### src/rtl/pattern_scan_ctrl_if.sv
// pattern_scan_ctrl_if: scan request/result bundle plus detector hookup.
// The slave side is the scan controller; the master side is the producer.
interface pattern_scan_ctrl_if #(
  parameter int WIDTH = 16,
  parameter int CNT_W = 5
);
  logic             start;
  logic [WIDTH-1:0] word;
  logic             busy;
  logic             done;
  logic             found;
  logic [CNT_W-1:0] match_count;
  logic [CNT_W-1:0] first_pos;
  logic             det_in;
  logic             det_reset;
  logic             det_out;

  modport slave (
    input  start, word, det_out,
    output busy, done, found,
    output match_count, first_pos,
    output det_in, det_reset
  );

  modport master (
    output start, word, det_out,
    input  busy, done, found,
    input  match_count, first_pos,
    input  det_in, det_reset
  );
endinterface

### src/rtl/pattern_scan_ctrl.sv
// pattern_scan_ctrl: shifts a word MSB-first into a Moore detector and
// tallies how many bit positions fired and where the first one was.
module pattern_scan_ctrl #(
  parameter int WIDTH = 16,
  parameter int CNT_W = 5
) (
  input logic              clk,
  input logic              reset,
  pattern_scan_ctrl_if.slave bus
);

  typedef enum logic [2:0] {
    IDLE,
    CLEAR,
    SHIFT,
    DRAIN,
    DONE
  } state_t;

  localparam logic [CNT_W-1:0] KLAST = CNT_W'(WIDTH - 1);

  state_t           state;
  logic [WIDTH-1:0] sreg;
  logic [CNT_W-1:0] k;
  logic [CNT_W-1:0] cnt;
  logic [CNT_W-1:0] pos;
  logic             fnd;
  logic             busy_q;
  logic             done_q;
  logic             din_q;
  logic             hit;
  logic [CNT_W-1:0] hit_pos;

  assign bus.busy        = busy_q;
  assign bus.done        = done_q;
  assign bus.found       = fnd;
  assign bus.match_count = cnt;
  assign bus.first_pos   = pos;
  assign bus.det_in      = din_q;
  assign bus.det_reset   = reset | (state == CLEAR);

  // Detector output lags by one clock, so it belongs to the previous bit.
  always_comb begin
    hit     = 1'b0;
    hit_pos = '0;
    if (state == SHIFT && k != '0) begin
      hit     = bus.det_out;
      hit_pos = k - CNT_W'(1);
    end else if (state == DRAIN) begin
      hit     = bus.det_out;
      hit_pos = KLAST;
    end
  end

  // Scan sequencer with registered outputs and result accumulation.
  always_ff @(posedge clk) begin
    if (reset) begin
      state  <= IDLE;
      sreg   <= '0;
      k      <= '0;
      cnt    <= '0;
      pos    <= '0;
      fnd    <= 1'b0;
      busy_q <= 1'b0;
      done_q <= 1'b0;
      din_q  <= 1'b0;
    end else begin
      if (hit) begin
        cnt <= cnt + CNT_W'(1);
        if (!fnd) begin
          pos <= hit_pos;
          fnd <= 1'b1;
        end
      end
      unique case (state)
        IDLE: begin
          if (bus.start) begin
            sreg   <= bus.word;
            busy_q <= 1'b1;
            state  <= CLEAR;
          end
        end
        CLEAR: begin
          cnt   <= '0;
          fnd   <= 1'b0;
          pos   <= '0;
          k     <= '0;
          din_q <= sreg[WIDTH-1];
          sreg  <= sreg << 1;
          state <= SHIFT;
        end
        SHIFT: begin
          k <= k + CNT_W'(1);
          if (k == KLAST) begin
            din_q <= 1'b0;
            state <= DRAIN;
          end else begin
            din_q <= sreg[WIDTH-1];
            sreg  <= sreg << 1;
          end
        end
        DRAIN: begin
          done_q <= 1'b1;
          state  <= DONE;
        end
        DONE: begin
          done_q <= 1'b0;
          busy_q <= 1'b0;
          state  <= IDLE;
        end
        default: state <= IDLE;
      endcase
    end
  end

endmodule
### src/flat_wrapper.sv
// flat-port wrapper written by rule: the top's interface ports become plain ports
module pattern_scan_ctrl_flat 
#(
  parameter int WIDTH = 16,
  parameter int CNT_W = 5
)
  (clk, reset, bus_start, bus_word, bus_det_out, bus_busy, bus_done, bus_found, bus_match_count, bus_first_pos, bus_det_in, bus_det_reset);
  pattern_scan_ctrl_if #(.WIDTH(WIDTH), .CNT_W(CNT_W)) bus_i ();
  input logic clk;
  input logic reset;
  input wire logic [$bits(bus_i.start)-1:0] bus_start;
  input wire logic [$bits(bus_i.word)-1:0] bus_word;
  input wire logic [$bits(bus_i.det_out)-1:0] bus_det_out;
  output wire logic [$bits(bus_i.busy)-1:0] bus_busy;
  output wire logic [$bits(bus_i.done)-1:0] bus_done;
  output wire logic [$bits(bus_i.found)-1:0] bus_found;
  output wire logic [$bits(bus_i.match_count)-1:0] bus_match_count;
  output wire logic [$bits(bus_i.first_pos)-1:0] bus_first_pos;
  output wire logic [$bits(bus_i.det_in)-1:0] bus_det_in;
  output wire logic [$bits(bus_i.det_reset)-1:0] bus_det_reset;
  assign bus_i.start = bus_start;
  assign bus_i.word = bus_word;
  assign bus_i.det_out = bus_det_out;
  assign bus_busy = bus_i.busy;
  assign bus_done = bus_i.done;
  assign bus_found = bus_i.found;
  assign bus_match_count = bus_i.match_count;
  assign bus_first_pos = bus_i.first_pos;
  assign bus_det_in = bus_i.det_in;
  assign bus_det_reset = bus_i.det_reset;
  pattern_scan_ctrl #(.WIDTH(WIDTH), .CNT_W(CNT_W)) u_core (.clk(clk), .reset(reset), .bus(bus_i));
endmodule
### config.mk
export PLATFORM = sky130hd
export DESIGN_NAME = pattern_scan_ctrl_flat
export DESIGN_NICKNAME = d
export VERILOG_FILES = /design/src/rtl/pattern_scan_ctrl_if.sv /design/src/rtl/pattern_scan_ctrl.sv /design/src/flat_wrapper.sv
export SDC_FILE = /design/constraint.sdc
export NUM_CORES = 1
export LEC_CHECK = 0
export CAP_MARGIN = 20
export CORE_MARGIN = 2
export CORE_UTILIZATION = 50
export CTS_BUF_LIST = sky130_fd_sc_hd__clkbuf_16
export DETAILED_ROUTE_END_ITERATION = 7
export GPL_TIMING_DRIVEN = 0
export MAX_ROUTING_LAYER = met4
export PLACE_DENSITY = 0.83
export SETUP_SLACK_MARGIN = 0.4
export SYNTH_ARGS = -nofsm -noshare
export SYNTH_HDL_FRONTEND = slang
export SYNTH_SLANG_ARGS = --single-unit
### constraint.sdc
create_clock -name clk -period 3 [get_ports clk]
set_clock_uncertainty 0.15 [all_clocks]
set_input_delay 0.6 -clock clk [delete_from_list [all_inputs] [get_ports clk]]
set_output_delay 0.6 -clock clk [all_outputs]
set_load 0.01 [all_outputs]
Word level (Yosys, flattened, before mapping)

Cells that the tools add are included.

Bits in registers: 38
Latch bits: 0
Memory bits (writable): 0
Memory bits (read-only): 0
Input port bits: 20
Output and inout port bits: 15
Memories kept: 0

Add/sub/neg operators: 3
Multiply operators: 0
Divide/modulo/power cells: 0
Order comparisons: 0
Eq/ne operators: 8
Shifts and indexed selects: 0
Multiplexer cells: 16
Bitwise operators: 2
Reduce and logical (&&, ||, !) cells: 12

Operators by type and width:

| kind                                             | number |
|---|---|
| case mux 16 bit (3 select lines)                 | 1 |
| two-way mux 16 bit                               | 2 |
| case mux 3 bit (4 select lines)                  | 1 |
| adder 5 x 1 -> 5 bit, second input constant      | 2 |
| case mux 5 bit (2 select lines)                  | 1 |
| == test 3 x 2 -> 1 bit, second input constant    | 2 |
| two-way mux 3 bit                                | 2 |
| != test 2 bit, second input constant             | 3 |
| case mux 1 bit (2 select lines)                  | 3 |
| AND reduction 2 bit                              | 3 |
| nonzero test 2 bit                               | 3 |
| == test 5 x 4 -> 1 bit, second input constant    | 1 |
| two-way mux 5 bit                                | 1 |
| nonzero test 5 bit                               | 1 |
| subtractor 5 x 1 -> 5 bit, second input constant | 1 |
| two-way mux 1 bit                                | 4 |
| two-way mux 4 bit                                | 1 |
| == test 3 x 1 -> 1 bit, second input constant    | 1 |
| == test 3 bit, second input constant             | 1 |
| logical NOT 3 bit                                | 1 |
| AND reduction 3 bit                              | 1 |
| nonzero test 3 bit                               | 1 |
| OR reduction 2 bit                               | 1 |
| logical AND 1 bit                                | 1 |
| 2 further kinds                                  | 2 |

Depth between registers and ports, before layout

Word-level depth: 4
Gate-level depth with buffers: 8
Gate-level depth less buffers: 7

Worst setup path before layout

Ideal clock, no wire load.

Kind: register to register
Start: register u_core.k[0]
End: register u_core.sreg[13]
Library setup time: 0.089 ns
Arrival time: 1.955 ns
Required time: 2.761 ns
Path slack: 0.806 ns
Cell stages (with the launch flop): 9
Path buffers: 1
Path through: dfxtp_1 -> ha_1 -> and3_1 -> ha_1 -> or3b_1 -> a21oi_4 -> buf_6 -> nor2_2 -> a311oi_2

Cells in the longest elaborated chain, start to end: 3

Ends and longest elaborated chain:

| item                          | RTL line                | text |
|---|---|---|
| start: declaration            | pattern_scan_ctrl.sv:24 | `logic [CNT_W-1:0] k;` |
| start signal: assignment      | pattern_scan_ctrl.sv:93 | `k <= k + CNT_W'(1);` |
| == test 5 x 4 -> 1 bit        | pattern_scan_ctrl.sv:94 | `if (k == KLAST) begin` |
| != test 2 bit (no line)       | n/a                     |  |
| AND reduction 3 bit (no line) | n/a                     |  |
| end signal: assignment        | pattern_scan_ctrl.sv:78 | `sreg <= bus.word;` |
| end signal: assignment        | pattern_scan_ctrl.sv:89 | `sreg <= sreg << 1;` |
| end signal: assignment        | pattern_scan_ctrl.sv:99 | `sreg <= sreg << 1;` |
| end: declaration              | pattern_scan_ctrl.sv:23 | `logic [WIDTH-1:0] sreg;` |

Every way passes these cells.
A chain may end at the register's enable or synchronous reset.

Worst setup path in the final report

Start: register u_core.state[2]
End: output port bus_det_reset

Cells in the longest elaborated chain, start to end: 2

Ends and longest elaborated chain:

| item                     | RTL line                | text |
|---|---|---|
| start: declaration       | pattern_scan_ctrl.sv:22 | `state_t state;` |
| start signal: assignment | pattern_scan_ctrl.sv:58 | `state <= IDLE;` |
| start signal: assignment | pattern_scan_ctrl.sv:80 | `state <= CLEAR;` |
| start signal: assignment | pattern_scan_ctrl.sv:90 | `state <= SHIFT;` |
| == test 3 x 1 -> 1 bit   | pattern_scan_ctrl.sv:40 | `assign bus.det_reset = reset \| (state == CLEAR);` |
| bitwise OR 1 bit         | pattern_scan_ctrl.sv:40 |  |
| end: declaration         | flat_wrapper.sv:20      | `output wire logic [$bits(bus_i.det_reset)-1:0] bus_det_reset;` |

Every way passes these cells.

==> run summary <==
Flop pwr share: 42.8%
H-tree Lvls: 2
WL final: 3.83 mm
Switching Fraction: 27.6%
RD Place Congestion: 0.785
Placed wire-length estimate: 2.72 mm
Part of the cycle the worst path needs: 82.5%
Routed wire per std cell: 12.9 um
Vias per cell: 5.41
Pwr Total: 1.35 mW
Synth Flop Type: dfxtp_1
Count leader, synth: dfxtp_1
Final Hold Fails: 0
Synth Cell Area: 1860 sq um
Post-synth top cells: 38 x dfxtp_1, 33 x nand2_1, 31 x nor2_1
Initial DRC count: 134
Clk Latency, worst-skew pair: 280 ps
Post-Route Setup TNS: 0 ps
Clock power share: 36.0%
Data required, critical path: 2250 ps
Clk root buf: clkbuf_16
First-pass GRT wire length: 6.42 mm
Ranking of synthesized cells by area: dfxtp_1 41%, a311oi_2 11%, nand2_1 6.7%
ANT cells: 0
Final Slew Violations: 0
PD cells: 564 nW/um^2
Die Height: 65.0 um
Worst slew pin tran: 657 ps
Clk slew on worst S/H paths: 50 ps
Post-route ant nets: 0
Switching power of the nets: 0.373 mW
Peak VDD IR: 0.266 mV
CTS Buf Count: 5
RSZ-0062 raised after global routing: no
Gate power share: 21.2%
Initial antenna violation count: 0
Startpoint types: register
Vias in the first global route: 1487
Critical Path AT: 1730 ps
Port bufs: 33
Die area: 4220 sq um
Number of max-cap violations: 0
Final #Nets: 271
Chip Width: 65.0 um
Initial Util: 51.5%
Area fraction of the dominant cell type after synthesis: 40.9%
Cell taking the most area after synthesis: dfxtp_1
Overall Global Routing Usage: 20.2%
Sequential area share after synthesis: 40.9%
Post-synth EDFFs: 0
Outcome: completed
Largest net degree at the start of global routing: 12
Yosys cell types: 44
Rows: 22
Hold Path Class: register to register
Fraction of layout cells with a size suffix above 1: 16.5%
DR vias: 1601
Grt total ovfl: 0
Synth async-reset ratio: 0%
Area grow syn2layout: 28.8%
Core ar.: 3610 sq um
Leak: 0.888 nW
Max Root-Sink Buffers: 2
Drc violations: 0
Max Fclk: 404 MHz
Synth Area per Inst: 8.98 sq um
Setup Viol. Count Final: 0
I/O Pins: 35
Clock Sinks: 38
Pint: 0.977 mW
Number of synthesized register bits: 38
CTS tree: yes
Crit-path max FO: 10
Mapped Cells: 207
Relative slew slack: 56.2%
Iteration count of the initial detailed-routing pass: 4
Kind of critical path: register to output pin
Post-layout minimum cycle time: 2480 ps
Syn nets: 231
Synth Warn #: 0
CP endpoint kind: output pin
[kinds of logic (layout without fill, tap and decap cells)]
group                    Yosys count  after routing  synth area share, %
AND/OR/NAND/NOR                   95             95                 24.0
AO/OA/AOI/OAI                     46             46                 24.1
flip-flops                        38             38                 40.9
buffers and inverters             18             59                 5.25
adder cells (fa/ha/maj)            4              4                 2.69
XOR/XNOR                           4              4                 1.89
multiplexers                       2              2                 1.08
[layout make-up]
cell class                      count  area [sq um]
Fill cell                         300          1210
Multi-Input combinational cell    151          1000
Sequential cell                    38           761
Timing Repair Buffer               33           330
Clock buffer                        5           125
Buffer                             13          80.1
Tap cell                           48          60.1
Inverter                            5          18.8
Clock inverter                      3          12.5
[metrics by stage]
step / hold WS [ps] / area [sq um] / setup WS (ps) / utilization [%] / cells
after floorplan: 296 / 1860 / 806 / - / 207
after global placement: 309 / 2250 / 311 / 62.4 / 288
after detailed placement: 320 / 2250 / 341 / 62.4 / 288
after CTS: 328 / 2390 / 495 / 66.2 / 296
after global routing: 345 / 2390 / 445 / 66.3 / 296
final: 325 / 2390 / 524 / 66.3 / 296
[cells in the final DEF, fill, tap and decap left out, drive strengths merged, types with 2 or more instances in the layout]
| master | instances |
|---|---|
| or3 | 2 |
| nand2b | 2 |
| xnor2 | 4 |
| and3 | 2 |
| dfxtp | 38 |
| nor3b | 2 |
| ha | 4 |
| a21oi | 11 |
| a2111oi | 2 |
| or3b | 2 |
| nand2 | 33 |
| nor3 | 4 |
| clkinv | 2 |
| or4 | 2 |
| nor2 | 37 |
| clkbuf | 11 |
| nand3 | 2 |
| clkdlybuf4s50 | 33 |
| inv | 6 |
| mux2i | 2 |
| nand3b | 2 |
| nand4 | 3 |
| buf | 7 |
| o21ai | 6 |
| a311oi | 17 |
[power groups by stage]
stage	registers, mW	logic [mW]	clock network, mW
global placement	0.585	0.278	0
detailed placement	0.586	0.284	0
CTS	0.576	0.286	0.497
finish	0.577	0.286	0.486
global route	0.581	0.314	0.517
floorplan	0.584	0.204	0
[flip-flops by register name (all words and copies together), names as in the netlist]
name,count
u_core.sreg,16
u_core.bus.first_pos,5
u_core.bus.match_count,5
u_core.k,5
u_core.state,3
u_core.bus.busy,1
u_core.bus.det_in,1
u_core.bus.done,1
u_core.bus.found,1
[what timing repair did]
action	CTS	global route
hold buffers	0	0
buffers inserted	0	0
endpoints found under the setup margin	1	1
gates resized for setup	1	1
[critical path, cell delays in order, from the launching register on]
cell             delay [ps]
dfxtp_1                 480
nor3b_2                 100
nor2_2                  220
inv_2                   140
clkdlybuf4s50_1         500
[worst paths after layout]
| path | from | endpoint | slack, ps | cells past startpoint |
|---|---|---|---|---|
| hold reg to reg | u_core.sreg[0] | u_core.sreg[0] | 330 | 2 |
| setup reg to reg | u_core.k[0] | u_core.sreg[9] | 570 | 8 |
| hold / removal | u_core.sreg[0] | u_core.sreg[0] | 330 | 2 |
| setup / recovery | u_core.state[2] | bus_det_reset | 520 | 4 |
[routing by layer]
| metal | part of all wire (%) | global-route usage [%] | wire length (um) | up-vias |
|---|---|---|---|---|
| met4 | 1.7 | 7.45 | 64 | 0 |
| met5 | 0 | - | 0 | - |
| met1 | 48 | 25.1 | 1820 | 747 |
| met2 | 46 | 31.3 | 1770 | 30 |
| met3 | 4.6 | 5.56 | 176 | 6 |
| li1 | - | - | - | 818 |
Note: power is estimated with default switching activity, not from simulation.
